--- src/rtl/e203_itcm_ram_ctrl_pkg.sv ---
// Shared types and defaults for the ITCM RAM controller.
// RAM geometry defaults come from the E203_ITCM_RAM_* macros of e203_defines.v when it is compiled first.
`ifndef E203_ITCM_RAM_DP
  `define E203_ITCM_RAM_DP 8192
`endif
`ifndef E203_ITCM_RAM_DW
  `define E203_ITCM_RAM_DW 64
`endif
`ifndef E203_ITCM_RAM_MW
  `define E203_ITCM_RAM_MW 8
`endif
`ifndef E203_ITCM_RAM_AW
  `define E203_ITCM_RAM_AW 13
`endif

package e203_itcm_ram_ctrl_pkg;

  localparam int ITCM_RAM_DP = `E203_ITCM_RAM_DP;
  localparam int ITCM_RAM_DW = `E203_ITCM_RAM_DW;
  localparam int ITCM_RAM_MW = `E203_ITCM_RAM_MW;
  localparam int ITCM_RAM_AW = `E203_ITCM_RAM_AW;

  typedef enum logic [1:0] {
    PWR_ACTIVE = 2'd0,
    PWR_SLEEP  = 2'd1,
    PWR_WAKE   = 2'd2
  } pwr_state_e;

  // Responses held in the buffer plus the one command still waiting for RAM data.
  function automatic logic [1:0] occupancy(input logic [1:0] buf_cnt, input logic infl_vld);
    return buf_cnt + {1'b0, infl_vld};
  endfunction

endpackage

--- src/rtl/e203_itcm_ram_ctrl_rspbuf.sv ---
// Two-entry response FIFO; the head entry is presented combinationally and
// stays stable until popped.
module e203_itcm_ram_ctrl_rspbuf
  import e203_itcm_ram_ctrl_pkg::*;
#(
  parameter int W = 65
) (
  input  logic         clk,
  input  logic         rst,
  input  logic         push,
  input  logic [W-1:0] push_data,
  input  logic         pop,
  output logic [W-1:0] pop_data,
  output logic [1:0]   count
);

  logic [W-1:0] mem_r [0:1];
  logic         wr_ptr_r;
  logic         rd_ptr_r;
  logic [1:0]   cnt_r;
  logic         do_push_s;
  logic         do_pop_s;

  assign do_push_s = push & (cnt_r != 2'd2);
  assign do_pop_s  = pop & (cnt_r != 2'd0);
  assign count     = cnt_r;

  // Storage; contents are meaningless while the entry is not counted.
  always_ff @(posedge clk) begin
    if (do_push_s) begin
      mem_r[wr_ptr_r] <= push_data;
    end
  end

  // Pointers and occupancy.
  always_ff @(posedge clk) begin
    if (rst) begin
      wr_ptr_r <= 1'b0;
      rd_ptr_r <= 1'b0;
      cnt_r    <= 2'd0;
    end else begin
      if (do_push_s) begin
        wr_ptr_r <= ~wr_ptr_r;
      end
      if (do_pop_s) begin
        rd_ptr_r <= ~rd_ptr_r;
      end
      case ({do_push_s, do_pop_s})
        2'b10:   cnt_r <= cnt_r + 2'd1;
        2'b01:   cnt_r <= cnt_r - 2'd1;
        default: cnt_r <= cnt_r;
      endcase
    end
  end

  // Head entry, forced to zero when empty.
  always_comb begin
    pop_data = '0;
    if (cnt_r != 2'd0) begin
      pop_data = mem_r[rd_ptr_r];
    end else begin
      pop_data = '0;
    end
  end

endmodule

--- src/rtl/e203_itcm_ram_ctrl.sv ---
// ICB-to-SRAM bridge for the ITCM: range check, one-cycle RAM pipeline,
// two-entry response buffer and idle-driven light-sleep control.
module e203_itcm_ram_ctrl
  import e203_itcm_ram_ctrl_pkg::*;
#(
  parameter int DP      = ITCM_RAM_DP,
  parameter int DW      = ITCM_RAM_DW,
  parameter int MW      = ITCM_RAM_MW,
  parameter int AW      = ITCM_RAM_AW,
  parameter int ADDR_W  = 17,
  parameter int LS_IDLE = 16
) (
  input  logic              clk,
  input  logic              rst,
  input  logic              icb_cmd_valid,
  output logic              icb_cmd_ready,
  input  logic              icb_cmd_read,
  input  logic [ADDR_W-1:0] icb_cmd_addr,
  input  logic [DW-1:0]     icb_cmd_wdata,
  input  logic [MW-1:0]     icb_cmd_wmask,
  output logic              icb_rsp_valid,
  input  logic              icb_rsp_ready,
  output logic [DW-1:0]     icb_rsp_rdata,
  output logic              icb_rsp_err,
  output logic              ram_cs,
  output logic              ram_we,
  output logic [AW-1:0]     ram_addr,
  output logic [MW-1:0]     ram_wem,
  output logic [DW-1:0]     ram_din,
  input  logic [DW-1:0]     ram_dout,
  output logic              ram_ls,
  output logic              ram_ds,
  output logic              ram_sd
);

  localparam int BSH   = $clog2(MW);
  localparam int IDX_W = ADDR_W - BSH;
  localparam int CNT_W = $clog2(LS_IDLE + 2);

  pwr_state_e        state_r, state_nxt_s;
  logic [CNT_W-1:0]  idle_cnt_r, idle_cnt_nxt_s;
  logic              infl_vld_r, infl_read_r, infl_err_r;
  logic [IDX_W-1:0]  idx_s;
  logic              in_range_s;
  logic              accept_s;
  logic [1:0]        buf_cnt_s;
  logic [1:0]        occ_s;
  logic              buf_valid_s;
  logic              rsp_pop_s;
  logic [DW:0]       push_data_s;
  logic [DW:0]       head_s;
  logic              unused_addr_s;

  assign idx_s         = icb_cmd_addr[ADDR_W-1:BSH];
  assign unused_addr_s = ^icb_cmd_addr[BSH-1:0];
  assign in_range_s    = ({1'b0, idx_s} < (IDX_W+1)'(DP));

  assign occ_s       = occupancy(buf_cnt_s, infl_vld_r);
  assign buf_valid_s = (buf_cnt_s != 2'd0);
  assign rsp_pop_s   = buf_valid_s & icb_rsp_ready;

  // A pop in the same cycle frees a slot, which keeps full throughput at occupancy 2.
  assign icb_cmd_ready = ~rst & (state_r == PWR_ACTIVE) & ((occ_s < 2'd2) | rsp_pop_s);
  assign accept_s      = icb_cmd_valid & icb_cmd_ready;

  assign icb_rsp_valid = ~rst & buf_valid_s;
  assign icb_rsp_err   = ~rst & buf_valid_s & head_s[DW];
  assign icb_rsp_rdata = (~rst & buf_valid_s) ? head_s[DW-1:0] : '0;

  assign ram_ls = ~rst & (state_r == PWR_SLEEP);
  assign ram_ds = 1'b0;
  assign ram_sd = 1'b0;

  // RAM strobes follow the accepted command in the same cycle.
  always_comb begin
    ram_cs   = 1'b0;
    ram_we   = 1'b0;
    ram_addr = '0;
    ram_wem  = '0;
    ram_din  = '0;
    if (accept_s & in_range_s) begin
      ram_cs   = 1'b1;
      ram_we   = ~icb_cmd_read;
      ram_addr = idx_s[AW-1:0];
      ram_wem  = icb_cmd_read ? '0 : icb_cmd_wmask;
      ram_din  = icb_cmd_wdata;
    end else begin
      ram_cs   = 1'b0;
    end
  end

  // Only an in-range read carries RAM data into the response.
  always_comb begin
    push_data_s = '0;
    if (infl_read_r & ~infl_err_r) begin
      push_data_s = {1'b0, ram_dout};
    end else begin
      push_data_s = {infl_err_r, {DW{1'b0}}};
    end
  end

  // Power state and idle counter next-state.
  always_comb begin
    state_nxt_s    = state_r;
    idle_cnt_nxt_s = '0;
    case (state_r)
      PWR_ACTIVE: begin
        if (~accept_s && (occ_s == 2'd0)) begin
          idle_cnt_nxt_s = (idle_cnt_r == CNT_W'(LS_IDLE)) ? idle_cnt_r : idle_cnt_r + 1'b1;
        end else begin
          idle_cnt_nxt_s = '0;
        end
        if ((LS_IDLE != 0) && (idle_cnt_r == CNT_W'(LS_IDLE)) && ~accept_s && (occ_s == 2'd0)) begin
          state_nxt_s = PWR_SLEEP;
        end else begin
          state_nxt_s = PWR_ACTIVE;
        end
      end
      PWR_SLEEP: begin
        if (icb_cmd_valid) begin
          state_nxt_s = PWR_WAKE;
        end else begin
          state_nxt_s = PWR_SLEEP;
        end
      end
      PWR_WAKE: state_nxt_s = PWR_ACTIVE;
      default:  state_nxt_s = PWR_ACTIVE;
    endcase
  end

  // State, idle counter and the in-flight stage.
  always_ff @(posedge clk) begin
    if (rst) begin
      state_r     <= PWR_ACTIVE;
      idle_cnt_r  <= '0;
      infl_vld_r  <= 1'b0;
      infl_read_r <= 1'b0;
      infl_err_r  <= 1'b0;
    end else begin
      state_r     <= state_nxt_s;
      idle_cnt_r  <= idle_cnt_nxt_s;
      infl_vld_r  <= accept_s;
      infl_read_r <= icb_cmd_read;
      infl_err_r  <= ~in_range_s;
    end
  end

  e203_itcm_ram_ctrl_rspbuf #(
    .W (DW + 1)
  ) u_rspbuf (
    .clk       (clk),
    .rst       (rst),
    .push      (infl_vld_r),
    .push_data (push_data_s),
    .pop       (rsp_pop_s),
    .pop_data  (head_s),
    .count     (buf_cnt_s)
  );

endmodule

--- config.mk ---
export PLATFORM = sky130hd
export DESIGN_NAME = e203_itcm_ram_ctrl
export DESIGN_NICKNAME = d
export VERILOG_FILES = /design/src/rtl/e203_itcm_ram_ctrl_pkg.sv /design/src/rtl/e203_itcm_ram_ctrl_rspbuf.sv /design/src/rtl/e203_itcm_ram_ctrl.sv
export SDC_FILE = /design/constraint.sdc
export NUM_CORES = 1
export LEC_CHECK = 0
export BUFFER_PORTS_ARGS = -buffer_cell sky130_fd_sc_hd__buf_2
export CAP_MARGIN = 40
export CORE_MARGIN = 2
export CORE_UTILIZATION = 35
export CTS_BUF_LIST = sky130_fd_sc_hd__clkbuf_16
export CTS_CLUSTER_DIAMETER = 60
export DETAILED_ROUTE_END_ITERATION = 7
export PLACE_DENSITY = 0.7
export SLEW_MARGIN = 10
export SYNTH_ARGS = -nofsm -noshare
export SYNTH_HDL_FRONTEND = slang
export SYNTH_SLANG_ARGS = --single-unit
--- constraint.sdc ---
create_clock -name clk -period 11.2 [get_ports clk]
set_clock_uncertainty 0.1 [all_clocks]
set_input_delay 2.24 -clock clk [delete_from_list [all_inputs] [get_ports clk]]
set_output_delay 2.24 -clock clk [all_outputs]
set_load 0.03 [all_outputs]
==> impl_metrics.toml, run 1 <==
[cts]
cts_tree = "yes"
path_clk_slew_ps = 60
clkLatencyLatePin_ps = 400
hold_buffers = 0
cts_buffers = 17
cts.repair.resized = 0
cts.sinks = 145
cts-root-buf = "clkbuf_16"
h-tree-depth = 4
post_cts_buffers = 0
cts_buffer_depth = 2

[worst_hold_path]
holdPathStages = 1
min_to = "state_r[0]"
hold_class = "reg2reg"
hold_path_startpoint = "state_r[1]"

[critical_path]
slowest_delay_ps = 520
critPathTopFamily = "buffers and inverters"
reg2reg_to = "u_rspbuf.mem_r[0][6]"
timing.critical_path.mode_cell = "buf_2"
crit_arrival_ps = 4070
r2r_slack_ps = 8740
rr_worst_depth = 4
worstReg2RegStart = "u_rspbuf.count[0]"
worstSetupPathType = "in2out"
worstPathMaxFanout = 87
path_buf_inv = 3
worstPathRequired_ps = 8860
slowest_stage = "buf_4"
start_kind = "primary input"
end_kind = "output port"
cp_cell_sequence = "buf_2, or3_4, a2111oi_4, buf_4, and2_1, buf_2"

[sta]
fin_tns_setup_ps = 0
worst_pin_slew_ps = 831.0
slew_headroom_pct = 44.45
rsz0062_at_grt = "no"
hold_viol = 0
hold_slack_ps = 361.5
timing.fmax_ghz = 0.1561
drv_slew = 0
layout_min_cycle_time_ps = 6407
setup_viol = 0
finalCritPeriodShare_pct = 57.21

[drt]
dr.pass1.iters = 5
drt-wirelength-per-cell_um = 16.62
via_per_inst = 4.611
drc = 0
vias = 4929
ant_nets = 0
first_iter_violations = 191
wirelength_um = 17770

[pwr]
switching_share_pct = 31.53
finalPower_mw = 1.630
p_switching_mw = 0.5138
p_clk_share_pct = 32.4
power_frac_seq_pct = 41.8
p_per_area_nw_per_um2 = 181.4
cellLeakagePower_nw = 4.000
vdd_ir_drop_max_mv = 0.08571
comb_power_share_pct = 25.8
p_int_mw = 1.116

[finish]
drive_gt1_share_pct = 41.92
nets = 985
diodes = 0
final_cell_area_sq_um = 8984
finish.utilization_pct = 48.03
area_growth_pct = 35.06
fill_cells = 1731

[synth]
synth_top_area_share_pct = 58.69
yosysMostFrequentCell = "and2_1"
synth_edf_count = 130
async_reset_ff_share_pct = 0
ys_seq_area_share_pct = 63.21
syn_area_sq_um = 6651
synthTopCellsByArea = "edfxtp_1, and2_1, mux2i_1"
ys_top_cells_by_count = "and2_1, edfxtp_1, nor2_1, mux2i_1, clkbuf_1"
ys.flop_type = "edfxtp_1"
ys_ff_latch = 145
avgSynthCellArea_sq_um = 12.77
yosysTopAreaCell = "edfxtp_1"
yosysWarnings = 0
netlist_instances = 521
synth_cell_types = 36

[global_route]
grt_pass1_vias = 4703
antenna_found_initial = 0
overflow = 0
grt_max_degree = 88
grt_pass1_wl_um = 25610
grt_use_total_pct = 17.04

[floorplan]
ioPinCount = 315
fp.dieH_um = 141.9
die_area_sq_um = 20120
num_rows = 50
coreArea_sq_um = 18710
initial_core_util_pct = 35.56
die_w_um = 141.9

[run_status]
status = "finished, final reports clean"

[place]
port_buffers = 309
place_area_sq_um = 8433
gp_congestion = 0.8494
dp_hpwl_um = 12960

[job]
drv_cap = 0
## cell type report
type                       count  area, sq um  area share [%]
sequential                   145         4208           46.84
multi-input combinational    336         2287           25.46
timing repair buffer         316         1619           18.02
clock buffer                  17        425.4           4.735
tap                          234        292.8           3.259
clock inverter                14        125.1           1.393
inverter                       7        26.28          0.2925
## flip-flops by register name, indices dropped and copies added, names as in the netlist, named ones only
signal / count
idle_cnt_r: 5
infl_err_r: 1
infl_read_r: 1
infl_vld_r: 1
state_r: 2
u_rspbuf.count: 2
u_rspbuf.mem_r: 130
u_rspbuf.rd_ptr_r: 1
u_rspbuf.wr_ptr_r: 1
## layer usage
| layer | global-route usage (%) | routed length, um | vias to the layer above |
|---|---|---|---|
| li1 | - | - | 2390 |
| met1 | 19.54 | 7051 | 2335 |
| met2 | 31.02 | 9372 | 191 |
| met3 | 4.522 | 1039 | 13 |
| met4 | 5.316 | 307 | 0 |
| met5 | 0 | 0 | - |
## how the worst max path moves through the flow
stage / startpoint / endpoint / slack, ps / cells past startpoint
after detailed placement: rst / ram_din[0] / 4770 / 6
after global placement: rst / ram_din[0] / 4790 / 6
final: rst / ram_din[0] / 4790 / 6
after global routing: rst / ram_din[0] / 4620 / 6
after floorplan: rst / ram_we / 5200 / 4
after CTS: rst / ram_din[0] / 4770 / 6
## stage by stage
step / cells / setup slack, ps
after floorplan: 522 / 5195
after global placement: 1037 / 4787
after detailed placement: 1038 / 4773
after CTS: 1069 / 4774
after global routing: 1069 / 4624
final: 1069 / 4793
## power groups by stage
stage	logic [mW]	registers (mW)	clock network, mW
4_1_cts	0.427	0.683	0.541
3_3_place_gp	0.423	0.692	0
3_5_place_dp	0.426	0.695	0
2_1_floorplan	0.321	0.667	0
6_report	0.420	0.682	0.527
5_1_grt	0.455	0.688	0.565
## cells in the final DEF, fill, tap and decap left out, drive strengths merged, types with 2 or more instances in the layout
| master | count |
|---|---|
| a211oi | 3 |
| a21oi | 2 |
| and2 | 143 |
| and3b | 8 |
| buf | 316 |
| bufinv | 2 |
| clkbuf | 17 |
| clkinv | 8 |
| conb | 2 |
| dfxtp | 15 |
| edfxtp | 130 |
| ha | 4 |
| inv | 10 |
| mux2i | 66 |
| nand2 | 2 |
| nand2b | 3 |
| nand3 | 3 |
| nand3b | 3 |
| nor2 | 69 |
| nor2b | 5 |
| nor3 | 4 |
| nor3b | 2 |
| or3 | 2 |
| xnor2 | 4 |
| xor2 | 3 |
## logic make-up after synthesis
group | Yosys count | share of synthesized area, %
AO/OA/AOI/OAI | 11 | 1.411
other | 1 | 0.05638
flip-flops | 145 | 63.21
AND/OR/NAND/NOR | 246 | 20.86
XOR/XNOR | 7 | 0.9218
adder cells (fa/ha/maj) | 4 | 0.7525
multiplexers | 66 | 9.932
buffers and inverters | 41 | 2.859
Note: power is estimated with default switching activity, not from simulation.
==> run 2, diff against run 1 <==
PLACE_DENSITY = 0.73   (was 0.7)
clock period = 5.24 ns   (was 11.2 ns; I/O delays follow)
==> impl_metrics.toml, run 2 (same netlist as run 1, synthesis figures left out) <==
[critical_path]
path_buf_inv = 3
worstSetupPathType = "in2out"
crit_arrival_ps = 2890
worstPathMaxFanout = 87
start_kind = "primary input"
r2r_slack_ps = 2950
slowest_stage = "buf_4"
timing.critical_path.mode_cell = "buf_2"
cp.depth = 6
end_kind = "output port"
worstPathRequired_ps = 4090
critPathTopFamily = "buffers and inverters"
slowest_delay_ps = 540
rr_worst_depth = 4
cp_cell_sequence = "buf_2, or3_4, a2111oi_4, buf_4, and2_1, buf_2"

[pwr]
cellLeakagePower_nw = 4.026
vdd_ir_drop_max_mv = 0.2101
switching_share_pct = 32.05
finalPower_mw = 3.557
p_per_area_nw_per_um2 = 393.2
p_int_mw = 2.417
p_switching_mw = 1.140
power_frac_seq_pct = 40.2
p_clk_share_pct = 33.1
comb_power_share_pct = 26.6

[cts]
hold_buffers = 0
h-tree-depth = 4
post_cts_buffers = 0
cts_buffer_depth = 2
cts-root-buf = "clkbuf_16"
clkLatencyLatePin_ps = 420
cts_tree = "yes"
cts.repair.resized = 0
cts.sinks = 145
path_clk_slew_ps = 60
cts_buffers = 17

[floorplan]
die_w_um = 141.9
ioPinCount = 315
coreArea_sq_um = 18710
initial_core_util_pct = 35.56
fp.dieH_um = 141.9
num_rows = 50
die_area_sq_um = 20120

[worst_hold_path]
holdPathStages = 1
hold_class = "reg2reg"

[place]
gp_congestion = 0.9232
dp_hpwl_um = 14740
place_area_sq_um = 8453
dp_cells = 1039
port_buffers = 309
dp_slack_ps = 1178

[finish]
nets = 986
final_cell_area_sq_um = 9046
fin_cells = 1075
finish.utilization_pct = 48.36
largest_registers = "u_rspbuf.mem_r: 130 flops, idle_cnt_r: 5 flops"
largest_reg_flops = 130
drive_gt1_share_pct = 42.17
multiInputGateArea_sq_um = 2287
ff_latch_area_sq_um = 4208
final_common_cell = "buf_2"
final_cell_mix = "buf_2, and2_1, edfxtp_1, nor2_1, mux2i_1"
area_growth_pct = 36.00
fill_cells = 1710
regMostFlops = "u_rspbuf.mem_r"

[sta]
setup_viol = 0
slew_headroom_pct = 50.88
timing.fmax_ghz = 0.2477
fin_tns_setup_ps = 0
finalCritPeriodShare_pct = 77.06
hold_viol = 0
hold_slack_ps = 358.4
layout_min_cycle_time_ps = 4038
rsz0062_at_grt = "no"
worst_pin_slew_ps = 732.3
setup_ws_ps = 1202
drv_slew = 0

[global_route]
grt_pass1_vias = 4917
grt_busiest_layer = "met2"
grt_max_degree = 88
antenna_found_initial = 4
overflow = 0
grt_use_total_pct = 18.86
grt_pass1_wl_um = 27840
gr-usage-met3_pct = 6.379
gr-usage-met2_pct = 34.08
grtUsageMet1_pct = 19.53

[drt]
wirelength_um = 19590
ant_nets = 0
drc = 0
dr.pass1.iters = 4
via_per_inst = 4.688
first_iter_violations = 176
vias = 5040
drt-wirelength-per-cell_um = 18.22

[run_status]
status = "finished, final reports clean"

[job]
drv_cap = 0
## run 2: cell types whose count changed in the layout (fill, tap and decap cells not counted)
cell / change
clkinv_1: -2
bufinv_16: -1
buf_12: +1
clkinv_4: +1
clkinv_2: -2
diode_2: +4
inv_1: +1
inv_6: +2
clkbuf_16: +2
## run 2: area by class of cell
type,instances,share of cell area (%)
flip-flops and latches,145,46.51
inverters,7,0.2905
well taps,234,3.237
clock buffers,19,5.256
repair buffers,317,18.12
diodes,4,0.1107
clock inverters,13,1.189
multi-input cells,336,25.28
## run 2: power groups by stage
stage | registers, mW | logic [mW] | clock network, mW
final | 1.43 | 0.948 | 1.18
after CTS | 1.43 | 0.965 | 1.21
after global placement | 1.52 | 0.872 | 0
after detailed placement | 1.46 | 0.963 | 0
after floorplan | 1.43 | 0.685 | 0
after global routing | 1.44 | 1.02 | 1.26
## run 2: final timing paths
check,start,endpoint
setup / recovery,rst,ram_addr[9]
hold / removal,state_r[1],state_r[0]
setup reg to reg,u_rspbuf.count[0],u_rspbuf.mem_r[0][22]
hold reg to reg,state_r[1],state_r[0]
## run 2: metal layers
layer,up-vias,part of all wire (%)
met5,-,0
met4,0,3.8
met1,2389,36
li1,2401,-
met3,32,7.5
met2,218,52
==> run 3, diff against run 2 <==
ABC_AREA = 1   (was default)
PLACE_DENSITY = 0.7   (was 0.73)
clock period = 3.7 ns   (was 5.24 ns; I/O delays follow)
==> impl_metrics.toml, run 3 <==
[pwr]
p_per_area_nw_per_um2 = 482.2
p_clk_share_pct = 34.7
p_switching_mw = 1.602
p_int_mw = 3.305
power_frac_seq_pct = 39.8
cellLeakagePower_nw = 5.399
switching_share_pct = 32.65
vdd_ir_drop_max_mv = 0.2374
comb_power_share_pct = 25.5

[sta]
layout_min_cycle_time_ps = 3322
timing.fmax_ghz = 0.3010
worst_pin_slew_ps = 680.1
finalCritPeriodShare_pct = 89.79
hold_viol = 0
slew_headroom_pct = 54.62
drv_slew = 0
setup_viol = 0
rsz0062_at_grt = "no"
hold_slack_ps = 343.0

[floorplan]
die_w_um = 152.8
num_rows = 54
initial_core_util_pct = 35.61
die_area_sq_um = 23340
coreArea_sq_um = 21760
fp.dieH_um = 152.8
ioPinCount = 315

[cts]
path_clk_slew_ps = 70
post_cts_buffers = 0
cts_tree = "yes"
cts.repair.resized = 0
hold_buffers = 0
h-tree-depth = 4
cts_buffers = 17
cts.sinks = 145
cts_buffer_depth = 2
clkLatencyLatePin_ps = 420
cts-root-buf = "clkbuf_16"

[critical_path]
worstPathRequired_ps = 2860
critPathTopFamily = "buffers and inverters"
end_kind = "output port"
worstSetupPathType = "reg2out"
timing.critical_path.mode_cell = "nand2_2"
cp_cell_sequence = "ha_1, nand2_2, nand2_2, nand2_2, nand3_4, nor2_4, inv_6, buf_4, nor2_4, buf_2"
r2r_slack_ps = 1870
slowest_stage = "inv_6"
reg2reg_to = "u_rspbuf.mem_r[0][24]"
worstReg2RegStart = "infl_err_r"
rr_worst_depth = 5
worstPathMaxFanout = 46
path_buf_inv = 3
start_kind = "flop"
crit_arrival_ps = 2480
slowest_delay_ps = 500

[worst_hold_path]
hold_class = "reg2reg"
min_to = "state_r[1]"
holdPathStages = 1
hold_path_startpoint = "state_r[1]"

[drt]
drt-wirelength-per-cell_um = 15.05
first_iter_violations = 295
via_per_inst = 4.291
drc = 0
dr.pass1.iters = 4
vias = 5814
ant_nets = 0
wirelength_um = 20400

[synth]
async_reset_ff_share_pct = 0
syn_area_sq_um = 7746
ys_top_cells_by_count = "inv_1, edfxtp_1, nor2_1, nand2_1, nor2_4"
synth_edf_count = 130
yosysMostFrequentCell = "inv_1"
yosysWarnings = 0
ys_seq_area_share_pct = 54.27
netlist_instances = 749
ys_ff_latch = 145
synth_cell_types = 25
yosysTopAreaCell = "edfxtp_1"
synthTopCellsByArea = "edfxtp_1, inv_1, nor2_4"
ys.flop_type = "edfxtp_1"
avgSynthCellArea_sq_um = 10.34
synth_top_area_share_pct = 50.40

[finish]
regMostFlops = "u_rspbuf.mem_r"
final_cell_mix = "buf_2, inv_1, edfxtp_1, nor2_1, nand2_1"
fill_cells = 2099
fin_cells = 1355
drive_gt1_share_pct = 47.21
nets = 1223
area_growth_pct = 31.38
largest_reg_flops = 130
largest_registers = "u_rspbuf.mem_r: 130 flops, idle_cnt_r: 5 flops"
final_common_cell = "buf_2"

[job]
drv_cap = 0

[global_route]
grt_pass1_vias = 5967
overflow = 0
grt_pass1_wl_um = 31230
grt_max_degree = 47
grt_use_total_pct = 17.40
antenna_found_initial = 3

[place]
dp_cells = 1321
port_buffers = 309
dp_hpwl_um = 15350
gp_congestion = 0.9263

[run_status]
status = "finished, final reports clean"
## run 3: stage by stage
step,area [sq um],power (mW),utilization [%],worst slack (ps),setup TNS [ps]
final,10180,4.907,46.78,377.9,0
after global routing,10180,5.140,46.78,189.7,0
after CTS,10170,4.973,46.74,353.1,0
after detailed placement,9583,3.259,44.05,568.0,0
after global placement,9555,3.245,43.92,591.7,0
after floorplan,7750,2.891,-,-211.3,-27470
## run 3: kinds of logic (layout without fill, tap and decap cells)
family                     after synthesis  after routing  synth area share [%]
adders and majority gates                4              4                0.6461
xor gates and xnor gates                 1              1                0.1131
and+or+nand+nor                        253            253                 19.71
muxes                                   65             65                 9.449
DFF                                    145            145                 54.27
AOI/OAI and AO/OA                       20             20                 1.292
other                                    1              3               0.04841
buffers and inverters                  260            584                 14.47
## run 3: worst max path at each step
stage,cells after the start,from,endpoint,slack (ps)
5_1_grt,10,u_rspbuf.count[0],ram_din[24],190
4_1_cts,10,u_rspbuf.count[0],ram_din[28],350
6_report,10,u_rspbuf.count[0],ram_din[24],380
2_1_floorplan,2,u_rspbuf.count[0],u_rspbuf.mem_r[0][0],-210
3_5_place_dp,9,icb_rsp_ready,ram_addr[1],570
3_3_place_gp,9,icb_rsp_ready,ram_addr[1],590
## run 3: power by group through the flow
stage               logic, mW  registers (mW)  clock network [mW]
floorplan               0.903            1.99                   0
global placement         1.26            1.98                   0
detailed placement       1.27            1.99                   0
CTS                      1.28            1.95                1.74
global route             1.36            1.96                1.81
finish                   1.25            1.95                1.70
## run 3: per-layer routing
metal  vias up  GRT usage [%]  part of all wire [%]
li1       2866              -                     -
met5         -              0                  0.10
met4         4          7.011                   3.4
met3        32          4.693                   6.2
met1      2699          17.77                    36
met2       213          33.33                    54
## run 3: worst reg2reg max path: cells and delay by family (launching register included)
kind | cells | cell delay (ps)
simple gates | 2 | 490
buf+inv | 3 | 610
flops | 1 | 360
## run 3: area by class of cell
| class | instances | area, sq um | share of cell area (%) |
|---|---|---|---|
| flip-flops and latches | 145 | 4205 | 41.32 |
| clock inverters | 15 | 161.4 | 1.586 |
| diodes | 1 | 2.502 | 0.02459 |
| inverters | 227 | 857.1 | 8.421 |
| repair buffers | 325 | 1722 | 16.92 |
| well taps | 280 | 350.3 | 3.442 |
| clock buffers | 17 | 425.4 | 4.180 |
| multi-input cells | 345 | 2454 | 24.11 |
